===== config.mk =====
export PLATFORM = sky130hd
export DESIGN_NAME = approx_adder_pipe
export DESIGN_NICKNAME = d
export VERILOG_FILES = /design/src/rtl/approx_adder_pkg.sv /design/src/rtl/approx_adder_core.sv /design/src/rtl/approx_adder_pipe.sv
export SDC_FILE = /design/constraint.sdc
export NUM_CORES = 1
export LEC_CHECK = 0
export ABC_AREA = 1
export BUFFER_PORTS_ARGS = -buffer_cell sky130_fd_sc_hd__buf_2
export CORE_MARGIN = 10
export CORE_UTILIZATION = 60
export DETAILED_ROUTE_END_ITERATION = 12
export PLACE_DENSITY_LB_ADDON = 0.2
export SYNTH_ARGS = -nofsm -noshare
export SYNTH_HDL_FRONTEND = slang
export SYNTH_SLANG_ARGS = --single-unit

===== constraint.sdc =====
create_clock -name clk -period 6.2 [get_ports clk]
set_input_delay 0.93 -clock clk [delete_from_list [all_inputs] [get_ports clk]]
set_output_delay 0.93 -clock clk [all_outputs]
set_load 0.1 [all_outputs]

===== src/rtl/approx_adder_pkg.sv =====
// -----------------------------------------------------------------------------
// approx_adder_pkg
// Shared types and helpers for the approximate adder pipeline.
//   mode_e   : per-transaction arithmetic mode (exact / lower-part-OR approx)
//   loa_add  : lower-part-OR adder on operands zero-extended to LOA_MAX_W bits
// Modules derive their own result width locally as SUM_W = WIDTH + 1.
// -----------------------------------------------------------------------------
package approx_adder_pkg;

    typedef enum logic {
        MODE_EXACT  = 1'b0,
        MODE_APPROX = 1'b1
    } mode_e;

    // Widest operand the shared helper handles; callers zero-extend into it.
    localparam int LOA_MAX_W = 32;

    // Lower-part-OR addition. The low l bits are a|b, the carry into the
    // exact upper part is the AND of the top approximated bit pair.
    // Operands must be zero above the caller's width, so the result is
    // exactly caller_width+1 bits wide in the low end of the return value.
    function automatic logic [LOA_MAX_W:0] loa_add(
        input logic [LOA_MAX_W-1:0] a,
        input logic [LOA_MAX_W-1:0] b,
        input int                   l
    );
        logic [LOA_MAX_W-1:0] lo_v;
        logic [LOA_MAX_W-1:0] a_hi_v;
        logic [LOA_MAX_W-1:0] b_hi_v;
        logic [LOA_MAX_W:0]   hi_v;
        logic                 c_v;
        lo_v = '0;
        c_v  = 1'b0;
        for (int i = 0; i < LOA_MAX_W; i++) begin
            if (i < l) begin
                lo_v[i] = a[i] | b[i];
            end else begin
                lo_v[i] = 1'b0;
            end
            if (i + 1 == l) begin
                c_v = a[i] & b[i];
            end else begin
                c_v = c_v;
            end
        end
        a_hi_v = a >> l;
        b_hi_v = b >> l;
        hi_v   = {1'b0, a_hi_v} + {1'b0, b_hi_v} + {{LOA_MAX_W{1'b0}}, c_v};
        return (hi_v << l) | {1'b0, lo_v};
    endfunction

endpackage


===== src/rtl/approx_adder_core.sv =====
// -----------------------------------------------------------------------------
// approx_adder_core
// Combinational datapath between the two pipeline stages.
//   a, b     in  WIDTH    operands
//   mode     in  mode_e   exact or approximate
//   sum      out WIDTH+1  selected result
//   err_abs  out WIDTH+1  |exact - approx| in approx mode, 0 in exact mode
// -----------------------------------------------------------------------------
module approx_adder_core
    import approx_adder_pkg::*;
#(
    parameter int WIDTH       = 8,
    parameter int APPROX_BITS = 4
) (
    input  logic [WIDTH-1:0] a,
    input  logic [WIDTH-1:0] b,
    input  mode_e            mode,
    output logic [WIDTH:0]   sum,
    output logic [WIDTH:0]   err_abs
);

    localparam int SUM_W = WIDTH + 1;

    if (WIDTH > LOA_MAX_W) begin : g_width_check
        $error("approx_adder_core: WIDTH exceeds LOA_MAX_W");
    end

    logic [LOA_MAX_W-1:0] a_ext_s;
    logic [LOA_MAX_W-1:0] b_ext_s;
    logic [SUM_W-1:0]     exact_s;
    logic [SUM_W-1:0]     approx_s;

    // Both candidate sums; the approximate one is truncated back to SUM_W
    // because the helper's upper bits are always zero for zero-extended inputs.
    always_comb begin
        a_ext_s             = '0;
        b_ext_s             = '0;
        a_ext_s[WIDTH-1:0]  = a;
        b_ext_s[WIDTH-1:0]  = b;
        exact_s             = {1'b0, a} + {1'b0, b};
        approx_s            = SUM_W'(loa_add(a_ext_s, b_ext_s, APPROX_BITS));
    end

    // Result and error selection by mode.
    always_comb begin
        sum     = '0;
        err_abs = '0;
        case (mode)
            MODE_EXACT: begin
                sum     = exact_s;
                err_abs = '0;
            end
            MODE_APPROX: begin
                sum = approx_s;
                if (approx_s > exact_s) begin
                    err_abs = approx_s - exact_s;
                end else begin
                    err_abs = exact_s - approx_s;
                end
            end
            default: begin
                sum     = exact_s;
                err_abs = '0;
            end
        endcase
    end

endmodule


===== src/rtl/approx_adder_pipe.sv =====
// -----------------------------------------------------------------------------
// approx_adder_pipe
// Two-stage valid/ready pipeline around approx_adder_core, plus an error
// monitor that tracks the largest error and counts threshold violations.
//   clk, rst_n           clock, async active-low reset
//   in_valid/in_ready    operand handshake (op_a, op_b, mode)
//   out_valid/out_ready  result handshake (sum, err_abs)
//   clr_stats            synchronous clear of max_err/viol_cnt/viol_flag
//   max_err              largest err_abs accepted since last clear
//   viol_cnt             saturating count of accepted results with err_abs > ET
//   viol_flag            sticky violation indicator
// -----------------------------------------------------------------------------
module approx_adder_pipe
    import approx_adder_pkg::*;
#(
    parameter int WIDTH       = 8,
    parameter int APPROX_BITS = 4,
    parameter int ET          = 4,
    parameter int CNT_W       = 16
) (
    input  logic             clk,
    input  logic             rst_n,
    input  logic             in_valid,
    output logic             in_ready,
    input  logic [WIDTH-1:0] op_a,
    input  logic [WIDTH-1:0] op_b,
    input  logic             mode,
    output logic             out_valid,
    input  logic             out_ready,
    output logic [WIDTH:0]   sum,
    output logic [WIDTH:0]   err_abs,
    input  logic             clr_stats,
    output logic [WIDTH:0]   max_err,
    output logic [CNT_W-1:0] viol_cnt,
    output logic             viol_flag
);

    localparam int SUM_W = WIDTH + 1;
    localparam logic [SUM_W-1:0] ET_V = SUM_W'(ET);

    if (APPROX_BITS < 0 || APPROX_BITS > WIDTH) begin : g_approx_check
        $error("approx_adder_pipe: APPROX_BITS must be within 0..WIDTH");
    end
    if (ET < 0 || longint'(ET) >= (longint'(1) << (WIDTH + 1))) begin : g_et_check
        $error("approx_adder_pipe: ET must be below 2^(WIDTH+1)");
    end

    logic             s1_valid_r;
    logic [WIDTH-1:0] s1_a_r;
    logic [WIDTH-1:0] s1_b_r;
    mode_e            s1_mode_r;
    logic             s2_valid_r;
    logic [SUM_W-1:0] s2_sum_r;
    logic [SUM_W-1:0] s2_err_r;
    logic [SUM_W-1:0] max_err_r;
    logic [CNT_W-1:0] viol_cnt_r;
    logic             viol_flag_r;

    logic             s2_adv_s;
    logic             s1_adv_s;
    logic             in_ready_s;
    logic             out_hs_s;
    logic [SUM_W-1:0] core_sum_s;
    logic [SUM_W-1:0] core_err_s;

    // S2 frees up when empty or drained this cycle; S1 moves only into a free S2.
    assign s2_adv_s   = ~s2_valid_r | out_ready;
    assign s1_adv_s   = s1_valid_r & s2_adv_s;
    assign in_ready_s = ~s1_valid_r | s2_adv_s;
    assign out_hs_s   = s2_valid_r & out_ready;

    approx_adder_core #(
        .WIDTH       (WIDTH),
        .APPROX_BITS (APPROX_BITS)
    ) u_core (
        .a       (s1_a_r),
        .b       (s1_b_r),
        .mode    (s1_mode_r),
        .sum     (core_sum_s),
        .err_abs (core_err_s)
    );

    // Stage 1: operand capture on the input handshake.
    always_ff @(posedge clk or negedge rst_n) begin
        if (!rst_n) begin
            s1_valid_r <= 1'b0;
            s1_a_r     <= '0;
            s1_b_r     <= '0;
            s1_mode_r  <= MODE_EXACT;
        end else if (in_ready_s) begin
            s1_valid_r <= in_valid;
            if (in_valid) begin
                s1_a_r    <= op_a;
                s1_b_r    <= op_b;
                s1_mode_r <= mode_e'(mode);
            end
        end
    end

    // Stage 2: result capture; data holds while the sink stalls.
    always_ff @(posedge clk or negedge rst_n) begin
        if (!rst_n) begin
            s2_valid_r <= 1'b0;
            s2_sum_r   <= '0;
            s2_err_r   <= '0;
        end else if (s2_adv_s) begin
            s2_valid_r <= s1_valid_r;
            if (s1_adv_s) begin
                s2_sum_r <= core_sum_s;
                s2_err_r <= core_err_s;
            end
        end
    end

    // Error statistics, updated on the output handshake; clear wins.
    always_ff @(posedge clk or negedge rst_n) begin
        if (!rst_n) begin
            max_err_r   <= '0;
            viol_cnt_r  <= '0;
            viol_flag_r <= 1'b0;
        end else if (clr_stats) begin
            max_err_r   <= '0;
            viol_cnt_r  <= '0;
            viol_flag_r <= 1'b0;
        end else if (out_hs_s) begin
            if (s2_err_r > max_err_r) begin
                max_err_r <= s2_err_r;
            end
            if (s2_err_r > ET_V) begin
                viol_flag_r <= 1'b1;
                if (viol_cnt_r != {CNT_W{1'b1}}) begin
                    viol_cnt_r <= viol_cnt_r + CNT_W'(1);
                end
            end
        end
    end

    assign in_ready  = in_ready_s;
    assign out_valid = s2_valid_r;
    assign sum       = s2_sum_r;
    assign err_abs   = s2_err_r;
    assign max_err   = max_err_r;
    assign viol_cnt  = viol_cnt_r;
    assign viol_flag = viol_flag_r;

endmodule

==> parameters.txt <==
Parameter                              Value

Yosys
  Number of instances in the synthesized netlist    600
  Number of synthesized flops with an enable pin    0
  Asr flop ratio synth    1.000
  Post-synth design cell area    4487 µm²
  Number of library cell types mapped by synthesis    39
  Dominant register cell in the synthesized netlist    sky130_fd_sc_hd__dfrtp_1
  Register bit total from synthesis    63
  Synthesis warning total    0
  Synth Net Count    665
  Seq/Total Area, Yosys    0.3514
  Syn Area/Cell    7.478 µm²

Clock network
  Clock tree from TritonCTS    yes
  Maximum buffer depth of the clock tree    2
  Post-cts hold buffer count    0
  Number of levels the H-tree was split into    3
  Count of instances resized after the clock tree is built    0
  Buffer count from post-CTS setup fixing    0
  Clk Latency, worst-skew pair    0.35 ns
  Clock Sink Count    63
  Clock slew seen by the registers of the worst setup and hold paths    0.07 ns
  Clock root cell    sky130_fd_sc_hd__clkbuf_8
  TritonCTS Buffers    9

Timing
  Slew Limit Fails    0
  Actual transition at the worst max-transition pin    ~0.93 ns
  Summed negative setup slack over all endpoints    0 ns
  Final min period    approximately 3.4 ns
  Final hold vios    0
  Unrepaired setup endpoints after global routing    false
  Final clock period utilization by the worst path    0.5555
  Setup violators final    0
  Worst clock skew    approximately 0.013 ns
  Tightest slew margin relative to the limit    0.3757
  Final-layout worst hold slack    0.4997 ns
  Max Freq    0.2903 GHz

Floorplanning
  Initial core utilization    0.6186
  Die H    106.5 µm
  Area of the die    11,340 µm²
  Core Box Area    7253 µm²
  Standard-cell rows    31
  Width of the chip    106.5 µm
  I/O Pins    68

Global routing
  Number of global-route vias before repair    roughly 4.1k
  Overall Global Routing Usage    0.1966
  First-pass GRT wire length    18,570 µm
  GR Overflow Total    0
  Antenna violations before repair    0
  Maximum number of pins on one net before global-route repair    64

Power and ir drop
  Overall power    between 0.002 and 0.003 W
  Power density cells    between 500 and 600 nW/µm²
  Static leakage power    around 2.9 nW
  Peak supply drop    532.9 µV

Hold path
  Hold crit path type    flip-flop to flip-flop

Layout
  Nets    733
  Layout cell share with drive strength beyond 1    0.1649
  Sequential cell area in the final layout    1577 µm²
  Commonest non-fill, non-tap cells in the layout    sky130_fd_sc_hd__nand2_1 (172), sky130_fd_sc_hd__inv_1 (91), sky130_fd_sc_hd__buf_2 (67)
  Number of antenna repair diodes    0
  Commonest non-fill, non-tap cell in the layout    sky130_fd_sc_hd__nand2_1
  Area Overhead vs Synth    13.83%
  Area taken by multi-input logic gates    2507 µm²
  Fill cells    625

Drt
  Remaining antenna violation count after routing    0
  Ratio of routed vias to standard cells    5.277
  First drt pass iteration count    5
  Residual DRC    0
  Average wire per cell in the routed design    13.98 µm
  Total Routed Length    10,790 µm
  Starting DRC count in detailed routing    244
  Total number of vias    4,074

Setup path
  Type of element capturing the critical path    flip-flop
  Worst Path Required    6.48 ns
  Crit Path Class    flip-flop to flip-flop
  Kind of start point of the critical path    flip-flop
  Maximum fanout encountered on the critical timing path    9
  Arrival @ worst endpoint    approximately 3.7 ns

Place
  Routability cong.    0.9069
  Detailed Place HPWL    between 8000 and 9000 µm
  Number of port buffers    67

Flow run
  Max-cap check violation count    0

Outcome
  Result of the run    completed
cell usage after synthesis (2+ instances only):
master	n	area, µm²
sky130_fd_sc_hd__nand2_1	172	645.6
sky130_fd_sc_hd__inv_1	91	341.6
sky130_fd_sc_hd__dfrtp_1	63	1577
sky130_fd_sc_hd__nand3_1	53	265.3
sky130_fd_sc_hd__nor2_1	41	153.9
sky130_fd_sc_hd__ha_1	38	475.5
sky130_fd_sc_hd__a21oi_1	28	140.1
sky130_fd_sc_hd__nand4_1	19	118.9
sky130_fd_sc_hd__xor2_1	14	122.6
sky130_fd_sc_hd__o21ai_0	13	65.06
sky130_fd_sc_hd__clkbuf_1	6	22.52
sky130_fd_sc_hd__mux2_2	6	67.56
sky130_fd_sc_hd__fa_1	5	100.1
sky130_fd_sc_hd__nor3_1	5	25.02
sky130_fd_sc_hd__o21ai_2	5	43.79
sky130_fd_sc_hd__buf_2	4	20.02
sky130_fd_sc_hd__xnor2_1	4	35.03
sky130_fd_sc_hd__nand2_2	3	18.77
sky130_fd_sc_hd__o221ai_1	3	26.28
sky130_fd_sc_hd__or2_2	3	18.77
sky130_fd_sc_hd__inv_2	2	7.510
sky130_fd_sc_hd__nand3_2	2	20.02
sky130_fd_sc_hd__nand3b_1	2	15.01
sky130_fd_sc_hd__o21bai_1	2	15.01
sky130_fd_sc_hd__o22ai_1	2	12.51
where the power goes:
part / internal (W) / switching (W)
Combinational: 0.000493 / 0.00133
Clock: 0.000207 / 0.000167
Sequential: 0.000495 / 0.0000771
Total: 0.00120 / 0.00157
worst max-delay path, cell delays in order (launching register included):
cell                       delay (ns)
sky130_fd_sc_hd__dfrtp_1         0.36
sky130_fd_sc_hd__ha_1            0.24
sky130_fd_sc_hd__inv_1           0.13
sky130_fd_sc_hd__fa_1            0.49
sky130_fd_sc_hd__nand3b_1        0.21
sky130_fd_sc_hd__nand2_1         0.12
sky130_fd_sc_hd__a21boi_0        0.15
sky130_fd_sc_hd__xor2_1          0.20
sky130_fd_sc_hd__ha_1            0.45
sky130_fd_sc_hd__nand2_1         0.10
sky130_fd_sc_hd__nor2_1          0.24
sky130_fd_sc_hd__nand4_2         0.19
sky130_fd_sc_hd__nand2_2         0.21
sky130_fd_sc_hd__inv_2           0.07
sky130_fd_sc_hd__nand2_1         0.06
sky130_fd_sc_hd__nand3_1         0.07
sky130_fd_sc_hd__nand2_1         0.10
state kept, by name (all words and copies together) (netlist names):
name        count
sum             9
s1_a_r          8
max_err         9
s1_b_r          8
s1_mode_r       1
err_abs         9
viol_cnt       16
s1_valid_r      1
viol_flag       1
out_valid       1
path summary, 6_finish.rpt:
check                           slack, ns  cells past startpoint       from    endpoint
worst min register to register       0.50                      2     sum[5]      sum[5]
min in group asynchronous            0.73                      2      rst_n  max_err[4]
worst max-delay path                 2.76                     16  s1_a_r[0]  err_abs[8]
worst min-delay path                 0.50                      2     sum[5]      sum[5]
worst max register to register       2.76                     16  s1_a_r[0]  err_abs[8]
max in group asynchronous            4.90                      2      rst_n      sum[4]
cells by family after synthesis:
| group | share of synthesized area |
|---|---|
| compound gates | 0.07892 |
| xor+xnor | 0.03514 |
| fa+ha+maj | 0.1283 |
| buf+inv | 0.08979 |
| flops | 0.3514 |
| mux | 0.01812 |
| simple gates | 0.2984 |
cell type report:
| type | instances | area share |
|---|---|---|
| Multi-Input combinational cell | 433 | 0.4909 |
| Timing Repair Buffer | 68 | 0.06712 |
| Sequential cell | 63 | 0.3087 |
| Clock buffer | 11 | 0.02964 |
| Clock inverter | 5 | 0.01102 |
| Tap cell | 99 | 0.02425 |
| Inverter | 93 | 0.06835 |
stage by stage:
step,setup slack [ns],cells,area (µm²),util
after global routing,2.379,772,5107,0.7042
after CTS,2.739,772,5107,0.7042
final,2.756,772,5107,0.7042
after detailed placement,2.810,756,4900,0.6755
after global placement,2.935,756,4900,0.6755
after floorplan,3.211,600,4487,-
per-layer routing:
| layer | up-vias | GRT usage | share of wire |
|---|---|---|---|
| met5 | - | 0 | 0 |
| met1 | 1880 | 0.2310 | 0.43 |
| li1 | 2063 | - | - |
| met4 | 0 | 0.06480 | 0.016 |
| met3 | 15 | 0.05857 | 0.072 |
| met2 | 116 | 0.3357 | 0.48 |
(Power assumes the default switching activity.)
